<file path="src/rtl/cpu_pkg.sv">
// Shared CPU datapath constants: widths and ALU operation encodings.
package cpu_pkg;

    localparam int XLEN       = 32;
    localparam int ALU_CTRL_W = 4;
    localparam int REG_ADDR_W = 5;

    localparam logic [ALU_CTRL_W-1:0] ALU_ADD  = 4'b0000;
    localparam logic [ALU_CTRL_W-1:0] ALU_SUB  = 4'b0001;
    localparam logic [ALU_CTRL_W-1:0] ALU_SLL  = 4'b0010;
    localparam logic [ALU_CTRL_W-1:0] ALU_SLT  = 4'b0011;
    localparam logic [ALU_CTRL_W-1:0] ALU_SLTU = 4'b0100;
    localparam logic [ALU_CTRL_W-1:0] ALU_XOR  = 4'b0101;
    localparam logic [ALU_CTRL_W-1:0] ALU_OR   = 4'b0110;
    localparam logic [ALU_CTRL_W-1:0] ALU_AND  = 4'b0111;
    localparam logic [ALU_CTRL_W-1:0] ALU_SRL  = 4'b1000;
    localparam logic [ALU_CTRL_W-1:0] ALU_SRA  = 4'b1001;

endpackage

</file>
<file path="src/rtl/operand_fwd_mux.sv">
// Per-source forwarding select: MEM result beats WB result beats the
// registered register-file value. x0 is never forwarded.
module operand_fwd_mux
    import cpu_pkg::*;
#(
    parameter int DW = cpu_pkg::XLEN
) (
    input  logic [REG_ADDR_W-1:0] rs_addr_i,
    input  logic [DW-1:0]         reg_data_i,
    input  logic                  mem_we_i,
    input  logic [REG_ADDR_W-1:0] mem_rd_i,
    input  logic [DW-1:0]         mem_data_i,
    input  logic                  wb_we_i,
    input  logic [REG_ADDR_W-1:0] wb_rd_i,
    input  logic [DW-1:0]         wb_data_i,
    output logic [DW-1:0]         data_o
);

    logic rs_nonzero;
    assign rs_nonzero = (rs_addr_i != '0);

    // Priority select; the MEM check comes last so it overrides a WB match.
    always_comb begin
        data_o = reg_data_i;
        if (rs_nonzero && wb_we_i && (wb_rd_i == rs_addr_i)) begin
            data_o = wb_data_i;
        end
        if (rs_nonzero && mem_we_i && (mem_rd_i == rs_addr_i)) begin
            data_o = mem_data_i;
        end
    end

endmodule

</file>
<file path="src/rtl/ex_operand_stage.sv">
// ID/EX pipeline register and ALU operand select.
// Optional feature macro: EXOP_FWD_EN enables MEM/WB forwarding and the
// sticky reload of held operands while stalled. Without it the forwarding
// ports are ignored and operands come straight from the captured
// register-file reads (upstream is expected to stall on hazards).
module ex_operand_stage #(
    parameter int XLEN       = cpu_pkg::XLEN,
    parameter int ALU_CTRL_W = cpu_pkg::ALU_CTRL_W
) (
    input  logic                          clk,
    input  logic                          rst_n,
    input  logic                          flush,
    input  logic                          id_valid,
    output logic                          id_ready,
    input  logic [XLEN-1:0]               id_pc,
    input  logic [XLEN-1:0]               id_rs1_data,
    input  logic [XLEN-1:0]               id_rs2_data,
    input  logic [XLEN-1:0]               id_imm,
    input  logic [cpu_pkg::REG_ADDR_W-1:0] id_rs1_addr,
    input  logic [cpu_pkg::REG_ADDR_W-1:0] id_rs2_addr,
    input  logic [cpu_pkg::REG_ADDR_W-1:0] id_rd_addr,
    input  logic                          id_reg_write,
    input  logic [ALU_CTRL_W-1:0]         id_alu_ctrl,
    input  logic                          id_src_a_pc,
    input  logic                          id_src_b_imm,
    input  logic                          mem_fwd_we,
    input  logic [cpu_pkg::REG_ADDR_W-1:0] mem_fwd_rd,
    input  logic [XLEN-1:0]               mem_fwd_data,
    input  logic                          wb_fwd_we,
    input  logic [cpu_pkg::REG_ADDR_W-1:0] wb_fwd_rd,
    input  logic [XLEN-1:0]               wb_fwd_data,
    output logic                          ex_valid,
    input  logic                          ex_ready,
    output logic [XLEN-1:0]               alu_a,
    output logic [XLEN-1:0]               alu_b,
    output logic [ALU_CTRL_W-1:0]         alu_control,
    output logic [XLEN-1:0]               ex_rs2_val,
    output logic [cpu_pkg::REG_ADDR_W-1:0] ex_rd_addr,
    output logic                          ex_reg_write
);

    import cpu_pkg::*;

    // Held instruction state
    logic                  valid_q,     valid_d;
    logic [XLEN-1:0]       pc_q,        pc_d;
    logic [XLEN-1:0]       rs1_data_q,  rs1_data_d;
    logic [XLEN-1:0]       rs2_data_q,  rs2_data_d;
    logic [XLEN-1:0]       imm_q,       imm_d;
    logic [REG_ADDR_W-1:0] rs1_addr_q,  rs1_addr_d;
    logic [REG_ADDR_W-1:0] rs2_addr_q,  rs2_addr_d;
    logic [REG_ADDR_W-1:0] rd_addr_q,   rd_addr_d;
    logic                  reg_write_q, reg_write_d;
    logic [ALU_CTRL_W-1:0] alu_ctrl_q,  alu_ctrl_d;
    logic                  src_a_pc_q,  src_a_pc_d;
    logic                  src_b_imm_q, src_b_imm_d;

    // Forwarding bus as seen by the muxes (tied off when forwarding is disabled)
    logic                  mem_we_eff;
    logic [REG_ADDR_W-1:0] mem_rd_eff;
    logic [XLEN-1:0]       mem_data_eff;
    logic                  wb_we_eff;
    logic [REG_ADDR_W-1:0] wb_rd_eff;
    logic [XLEN-1:0]       wb_data_eff;

    logic [XLEN-1:0]       fwd_rs1;
    logic [XLEN-1:0]       fwd_rs2;

`ifdef EXOP_FWD_EN
    assign mem_we_eff   = mem_fwd_we;
    assign mem_rd_eff   = mem_fwd_rd;
    assign mem_data_eff = mem_fwd_data;
    assign wb_we_eff    = wb_fwd_we;
    assign wb_rd_eff    = wb_fwd_rd;
    assign wb_data_eff  = wb_fwd_data;
`else
    logic unused_fwd_ports;
    assign unused_fwd_ports = ^{mem_fwd_we, mem_fwd_rd, mem_fwd_data,
                                wb_fwd_we, wb_fwd_rd, wb_fwd_data};
    assign mem_we_eff   = 1'b0;
    assign mem_rd_eff   = '0;
    assign mem_data_eff = '0;
    assign wb_we_eff    = 1'b0;
    assign wb_rd_eff    = '0;
    assign wb_data_eff  = '0;
`endif

    operand_fwd_mux #(.DW(XLEN)) u_fwd_rs1 (
        .rs_addr_i  (rs1_addr_q),
        .reg_data_i (rs1_data_q),
        .mem_we_i   (mem_we_eff),
        .mem_rd_i   (mem_rd_eff),
        .mem_data_i (mem_data_eff),
        .wb_we_i    (wb_we_eff),
        .wb_rd_i    (wb_rd_eff),
        .wb_data_i  (wb_data_eff),
        .data_o     (fwd_rs1)
    );

    operand_fwd_mux #(.DW(XLEN)) u_fwd_rs2 (
        .rs_addr_i  (rs2_addr_q),
        .reg_data_i (rs2_data_q),
        .mem_we_i   (mem_we_eff),
        .mem_rd_i   (mem_rd_eff),
        .mem_data_i (mem_data_eff),
        .wb_we_i    (wb_we_eff),
        .wb_rd_i    (wb_rd_eff),
        .wb_data_i  (wb_data_eff),
        .data_o     (fwd_rs2)
    );

    assign id_ready = !valid_q || ex_ready;

    // Next-state: capture/bubble when ready, reload forwarded operands while
    // holding so a stalled instruction keeps results that later leave MEM/WB;
    // flush overrides everything for the valid bit only.
    always_comb begin
        valid_d     = valid_q;
        pc_d        = pc_q;
        rs1_data_d  = rs1_data_q;
        rs2_data_d  = rs2_data_q;
        imm_d       = imm_q;
        rs1_addr_d  = rs1_addr_q;
        rs2_addr_d  = rs2_addr_q;
        rd_addr_d   = rd_addr_q;
        reg_write_d = reg_write_q;
        alu_ctrl_d  = alu_ctrl_q;
        src_a_pc_d  = src_a_pc_q;
        src_b_imm_d = src_b_imm_q;
        if (id_ready) begin
            valid_d = id_valid;
            if (id_valid) begin
                pc_d        = id_pc;
                rs1_data_d  = id_rs1_data;
                rs2_data_d  = id_rs2_data;
                imm_d       = id_imm;
                rs1_addr_d  = id_rs1_addr;
                rs2_addr_d  = id_rs2_addr;
                rd_addr_d   = id_rd_addr;
                reg_write_d = id_reg_write;
                alu_ctrl_d  = id_alu_ctrl;
                src_a_pc_d  = id_src_a_pc;
                src_b_imm_d = id_src_b_imm;
            end
        end else begin
            rs1_data_d = fwd_rs1;
            rs2_data_d = fwd_rs2;
        end
        if (flush) begin
            valid_d = 1'b0;
        end
    end

    // Pipeline register; reset clears every field so nothing survives.
    always_ff @(posedge clk or negedge rst_n) begin
        if (!rst_n) begin
            valid_q     <= 1'b0;
            pc_q        <= '0;
            rs1_data_q  <= '0;
            rs2_data_q  <= '0;
            imm_q       <= '0;
            rs1_addr_q  <= '0;
            rs2_addr_q  <= '0;
            rd_addr_q   <= '0;
            reg_write_q <= 1'b0;
            alu_ctrl_q  <= ALU_CTRL_W'(ALU_ADD);
            src_a_pc_q  <= 1'b0;
            src_b_imm_q <= 1'b0;
        end else begin
            valid_q     <= valid_d;
            pc_q        <= pc_d;
            rs1_data_q  <= rs1_data_d;
            rs2_data_q  <= rs2_data_d;
            imm_q       <= imm_d;
            rs1_addr_q  <= rs1_addr_d;
            rs2_addr_q  <= rs2_addr_d;
            rd_addr_q   <= rd_addr_d;
            reg_write_q <= reg_write_d;
            alu_ctrl_q  <= alu_ctrl_d;
            src_a_pc_q  <= src_a_pc_d;
            src_b_imm_q <= src_b_imm_d;
        end
    end

    assign ex_valid     = valid_q;
    assign alu_a        = src_a_pc_q  ? pc_q  : fwd_rs1;
    assign alu_b        = src_b_imm_q ? imm_q : fwd_rs2;
    assign ex_rs2_val   = fwd_rs2;
    assign alu_control  = alu_ctrl_q;
    assign ex_rd_addr   = rd_addr_q;
    assign ex_reg_write = valid_q && reg_write_q;

endmodule
</file>
<file path="config.mk">
export PLATFORM = sky130hd
export DESIGN_NAME = ex_operand_stage
export DESIGN_NICKNAME = d
export VERILOG_FILES = /design/src/rtl/cpu_pkg.sv /design/src/rtl/operand_fwd_mux.sv /design/src/rtl/ex_operand_stage.sv
export SDC_FILE = /design/constraint.sdc
export NUM_CORES = 1
export LEC_CHECK = 0
export CAP_MARGIN = 10
export CORE_ASPECT_RATIO = 0.75
export CORE_UTILIZATION = 46
export DETAILED_ROUTE_END_ITERATION = 10
export GPL_ROUTABILITY_DRIVEN = 0
export PLACE_DENSITY = 0.81
export SYNTH_ARGS = -nofsm -noshare
export SYNTH_HDL_FRONTEND = slang
export SYNTH_HIERARCHICAL = 1
export SYNTH_SLANG_ARGS = --single-unit
</file>
<file path="constraint.sdc">
create_clock -name clk -period 3 [get_ports clk]
set_clock_uncertainty 0.15 [all_clocks]
set_input_delay 0.6 -clock clk [delete_from_list [all_inputs] [get_ports clk]]
set_output_delay 0.6 -clock clk [all_outputs]
set_load 0.01 [all_outputs]
</file>
==> metrics, run 1 <==
post-synth top area share 0.417; gr ovfl total 0; top post-synthesis cells by area dfrtp_1, mux2_2, mux2i_1; Vias/cell 5.25; vias 7922; vias in the first global route 7670; First DRT Iteration DRCs roughly 560; post-synthesis register bit count 151; Setup CP Type reg2out; FP Rows 44; Critical Path RT 2250 ps; clk sinks around 150; EDFF count, synth 0; CP arrival 2020 ps; failing checks slew limit; Synth Cell Area a little over 9000 um^2; Area Overhead vs Synth 42.1%; Final Hold Fails 0; dpl hpwl around 17000 um; die area approximately 20000 um^2; switching share of power 0.293; final critical-path share of the clock period 0.925; H-tree depth 4; Post-DRT Antenna Nets 0; Cell Int Power 4.98 mW; leading area contributor after synthesis dfrtp_1; IO Port Bufs between 200 and 300; clock share of power 0.328; commonest cells in the netlist dfrtp_1, o21ai_0, mux2_2; sequential share of the synthesized area 0.417; crit path from rs2_data_q[27]; GRT Total Usage 0.251; core area roughly 19000 um^2; first-pass GRT wire length 40000 um; Worst slew margin -0.0551; Flop pwr share 0.350; ys flop type dfrtp_1; Worst setup EP type output pin; Async S/R FF share, synth 1.00; Pre-Repair DR Iteration Count 5; reg-to-reg startpoint ex_valid; CP Launch Type register; Syn Inst Count 877; worst vdd ir ~360 uV; Ports 339; Setup TNS 0 ps; reg2reg path depth 5; Reg clk slew, reported paths about 60 ps; RR Endpoint src_a_pc_q; share of layout cells above drive strength 1 0.164; actual slew at the worst max-slew pin 1580 ps; status finished, violations left; largest net degree at the start of global routing 130; CTS tree yes; CTS resizes 0; WL/cell roughly 17 um; NumNets Final 1474; synthesized area per cell 10.3 um^2; Post-Route WL ~25000 um; R2R Setup Slk 1180 ps; CP max FO 3; Design Power 7.04 mW; Hold Slack 71.1 ps; # fillers 1523; clk buf depth 2; Finished Core Util 0.667; synth unique cells 29; YS warnings 6; Gate power share 0.322; HP Class in2async; Power per Cell Area 546 nW/um^2; Root Buffer Master clkbuf_16; # setup viols final 0; Post-CTS Repair Setup Buffers 0; starting density of the core 0.469; Setup WS post-layout ~230 ps; Placement Setup Slack 449 ps; Max Cap Violations 0; residual DRC count 0; RSZ-0062 raised after global routing false; die height about 120 um; Post-CTS Hold Fix Bufs 0; sw power 2.06 mW; total CTS buffers 17; most common cell in the netlist dfrtp_1; initial antenna violation count 1; final slew viol count 34; Final min period 2770 ps; fmax between 0.3 and 0.4 GHz; CP Capture Point alu_b[27]; Clock Latency Late Sink 410 ps; die width 164 um; leakage power 5.33 nW
## power groups by stage
stage          logic [mW]  registers (mW)  clock network (mW)
2_1_floorplan        1.25            2.46                   0
3_3_place_gp         2.17            2.48                   0
3_5_place_dp         2.21            2.49                   0
4_1_cts              2.22            2.46                2.35
5_1_grt              2.45            2.49                2.43
6_report             2.27            2.46                2.31
## through the flow
stage / area (um^2) / instances
6_report: 12900 / 1510
5_1_grt: 12900 / 1509
4_1_cts: 12900 / 1509
3_5_place_dp: 12300 / 1477
3_3_place_gp: 12300 / 1477
2_1_floorplan: 9650 / 1030
## how the worst min path moves through the flow
stage	slack [ps]	cells after the start	endpoint	start
floorplan	150	0	alu_control[0]	rst_n
CTS	100	1	pc_q[3]	rst_n
global route	130	1	pc_q[3]	rst_n
finish	70	1	pc_q[3]	rst_n
detailed placement	340	1	pc_q[23]	pc_q[23]
global placement	330	1	reg_write_q	reg_write_q
## flip-flops by register name, indices dropped and copies added (netlist names)
| register | cells |
|---|---|
| alu_control | 4 |
| ex_rd_addr | 5 |
| ex_valid | 1 |
| imm_q | 32 |
| pc_q | 32 |
| reg_write_q | 1 |
| rs1_addr_q | 5 |
| rs1_data_q | 32 |
| rs2_addr_q | 5 |
| rs2_data_q | 32 |
| src_a_pc_q | 1 |
| src_b_imm_q | 1 |
## layer usage
layer	part of all wire	routed length, um	vias up	global-route usage
met5	0	0	-	0
met4	0.0088	223	0	0.0619
met3	0.085	2140	20	0.0689
met2	0.46	11700	322	0.403
met1	0.45	11300	3789	0.335
li1	-	-	3791	-
## placed cells by master (no fill, tap or decap), types with 4 or more instances in the layout
cell             Yosys  routed
a31oi_1             64      64
buf_12               5       6
buf_4               13      12
bufinv_16            0       4
clkbuf_1            36       4
clkbuf_16            0      17
clkdlybuf4s50_1      0     260
conb_1               1     154
dfrtp_1            151     151
mux2_2             110     110
mux2_4              40      40
mux2i_1             64      64
nand2_1             64      64
nand3_1             64      64
nand4_1              4       4
nor3_1              64      64
o211ai_2             4       4
o21ai_0            118     118
o21ai_1             10      10
xnor2_1             20      20
## logic make-up after synthesis
kind of cell	synth area share
flip-flops	0.417
XOR/XNOR	0.0193
buffers and inverters	0.0579
multiplexers	0.273
AND/OR/NAND/NOR	0.110
other	0.000413
AO/OA/AOI/OAI	0.122
## final cells by class
cell class              count  area, um^2  share of cell area
diodes                      1        2.50            0.000194
clock buffers              22         454              0.0352
clock inverters            10         168              0.0130
inverters                   1        6.26            0.000485
multi-input cells         793        5340               0.414
flip-flops and latches    151        3780               0.293
well taps                 253         317              0.0246
repair buffers            279        2820               0.219
## worst max-delay path: stages, from the launching register on
cell	delay [ps]
dfrtp_1	340
o21ai_0	80
a31oi_1	410
mux2_2	240
clkdlybuf4s50_1	530
Power figures use the tool's default switching activity.
==> run 2: changes to the inputs <==
Settings changed: ABC_AREA from default to 1, CELL_PAD_IN_SITES_DETAIL_PLACEMENT from default to 0, CELL_PAD_IN_SITES_GLOBAL_PLACEMENT from default to 1, CORE_UTILIZATION 46 to 34, PLACE_DENSITY 0.81 to 0.85.
==> metrics, run 2 <==
core area around 28000 um^2; final slew viol count 0; gr ovfl total 0; Post-Route WL 32700 um; die height 150 um; residual DRC count 0; initial antenna violation count 5; top layer used by detailed routing met5; post-synthesis simple-gate area fraction 0.430; worst vdd ir 365 uV; total CTS buffers 17; Pre-Repair DR Iteration Count 6; final critical-path share of the clock period 0.947; synth unique cells 23; crit path from src_a_pc_q; FP Rows 53; die area 29900 um^2; YS warnings 6; First DRT Iteration DRCs 644; Ports about 340; WL/cell 14.4 um; Root Buffer Master clkbuf_16; Worst setup EP type output pin; largest net degree at the start of global routing between 100 and 150; # setup viols final 0; CP Buf/Inv Count 2; reg-to-reg startpoint ex_valid; adder-cell share of the synthesized area 0; H-tree depth 4; slowest cell on the critical path dfrtp_4; CP Cell Sequence buf_12 -> nand2_1 -> o21ai_1 -> clkdlybuf4s50_1; met2 routed WL between 10000 and 15000 um; leading area contributor after synthesis dfrtp_1; starting density of the core 0.350; most frequent cells in the layout nand2_1, nand3_1, clkdlybuf4s50_1; Syn Inst Count ~1.5k; CTS tree yes; first-pass GRT wire length 52200 um; ys flop type dfrtp_1; mux contribution to synthesized area 0; Final Hold Fails 0; EDFF count, synth 0; top post-synthesis cells by area dfrtp_1, nand3_1, nand2_1; clk buf depth 2; leakage power 6.94 nW; die width approximately 200 um; Max Cap Violations 0; Vias/cell 4.49; vias roughly 10k; IO Port Bufs between 200 and 300; CP delay by family, top buffers and inverters; CP max FO 41; # fillers 2933; Setup CP Type reg2out; fmax 0.352 GHz; Crit path largest cell delay 620 ps; actual slew at the worst max-slew pin 922 ps; Clock Latency Late Sink 430 ps; NumNets Final 2109; Reg clk slew, reported paths 60 ps; Finished Core Util 0.491; share of layout cells above drive strength 1 0.0471; Routed met1 length 15700 um; Post-CTS Repair Setup Buffers 0; commonest cells in the netlist nand2_1, nand3_1, inv_1; worst hold path startpoint imm_q[16]; most common cell in the netlist nand2_1; largest family of logic cells by synthesized area simple AND/OR/NAND/NOR gates; HP Class reg2reg; Worst slew margin 0.384; Area Overhead vs Synth 40.3%; vias in the first global route 9600; dpl hpwl 21300 um; Async S/R FF share, synth 1.00; Critical Path RT 2250 ps; Power per Cell Area 492 nW/um^2; synthesized area per cell 6.54 um^2; CP arrival between 2000 and 2500 ps; status finished, final reports clean; RSZ-0062 raised after global routing false; Synth Cell Area 9930 um^2; Compound-Gate Fraction of Synth Area 0.0350; Post-DRT Antenna Nets 0; Final min period 2840 ps; Setup TNS 0 ps; commonest non-fill, non-tap cell in the layout nand2_1; post-synthesis register bit count around 150; post-synthesis xor/xnor area fraction 0.00529; DR WL met3 2290 um; clk sinks 151; CP Launch Type register; sequential share of the synthesized area 0.381; post-synth top area share 0.381; GRT Total Usage 0.225
-- run 2: layout make-up --
class                   count  area (um^2)  area share
inverters                 224          841      0.0604
multi-input cells        1203         5300       0.381
flip-flops and latches    151         3790       0.272
clock inverters            11          146      0.0105
repair buffers            281         2890       0.208
diodes                      2         5.00    0.000359
well taps                 385          482      0.0346
clock buffers              21          470      0.0338
-- run 2: timing repair --
item | 4_1_cts | 5_1_grt
endpoints found under the setup margin | 0 | 27
hold endpoints to repair | 41 | 0
gates resized for setup | 0 | 2
hold buffers | 1 | 0
-- run 2: through the flow --
step | hold WS (ps) | cells | cell area (um^2) | total power [mW] | worst slack (ps)
after global routing | 341 | 2277 | 13900 | 7.28 | 54.1
after detailed placement | 308 | 2243 | 13300 | 4.57 | 349
after floorplan | 154 | 1684 | 10500 | 3.57 | 1210
after global placement | 303 | 2243 | 13300 | 4.55 | 347
final | 320 | 2278 | 13900 | 6.86 | 159
after CTS | 323 | 2276 | 13900 | 6.91 | 25.6
-- run 2: kinds of logic (layout without fill, tap and decap cells) --
family          after synthesis  count (layout)
simple gates                964             964
buf+inv                     330             537
xor+xnor                      6               6
flops                       151             151
other cells                   1             168
compound gates               67              67
-- run 2: per-layer routing --
layer / GRT usage / vias to the layer above
li1: - / 5301
met4: 0.0477 / 6
met2: 0.346 / 236
met3: 0.0597 / 21
met5: 0 / -
met1: 0.313 / 4655
-- run 2: final timing paths --
path                                       end  slack, ps  cells past startpoint
worst max-delay path                  alu_a[1]        160                      4
worst min-delay path                 imm_q[16]        320                      2
worst max register to register  rs2_data_q[13]       1310                      5
worst min register to register       imm_q[16]        320                      2
max in group asynchronous          src_b_imm_q       1460                      3
min in group asynchronous             pc_q[20]        520                      2
-- run 2: report_power, final --
group	switching [mW]	total [mW]	leakage, nW	internal [mW]
Combinational	1.12	2.11	4.81	0.995
Sequential	0.170	2.45	1.85	2.28
Clock	0.921	2.30	0.288	1.38
Total	2.21	6.86	6.94	4.65
-- run 2: worst min-delay path, cell delays in order (launching register included) --
cell and delay (ps):
dfrtp_1 340, nand2_1 50, nand2_1 50
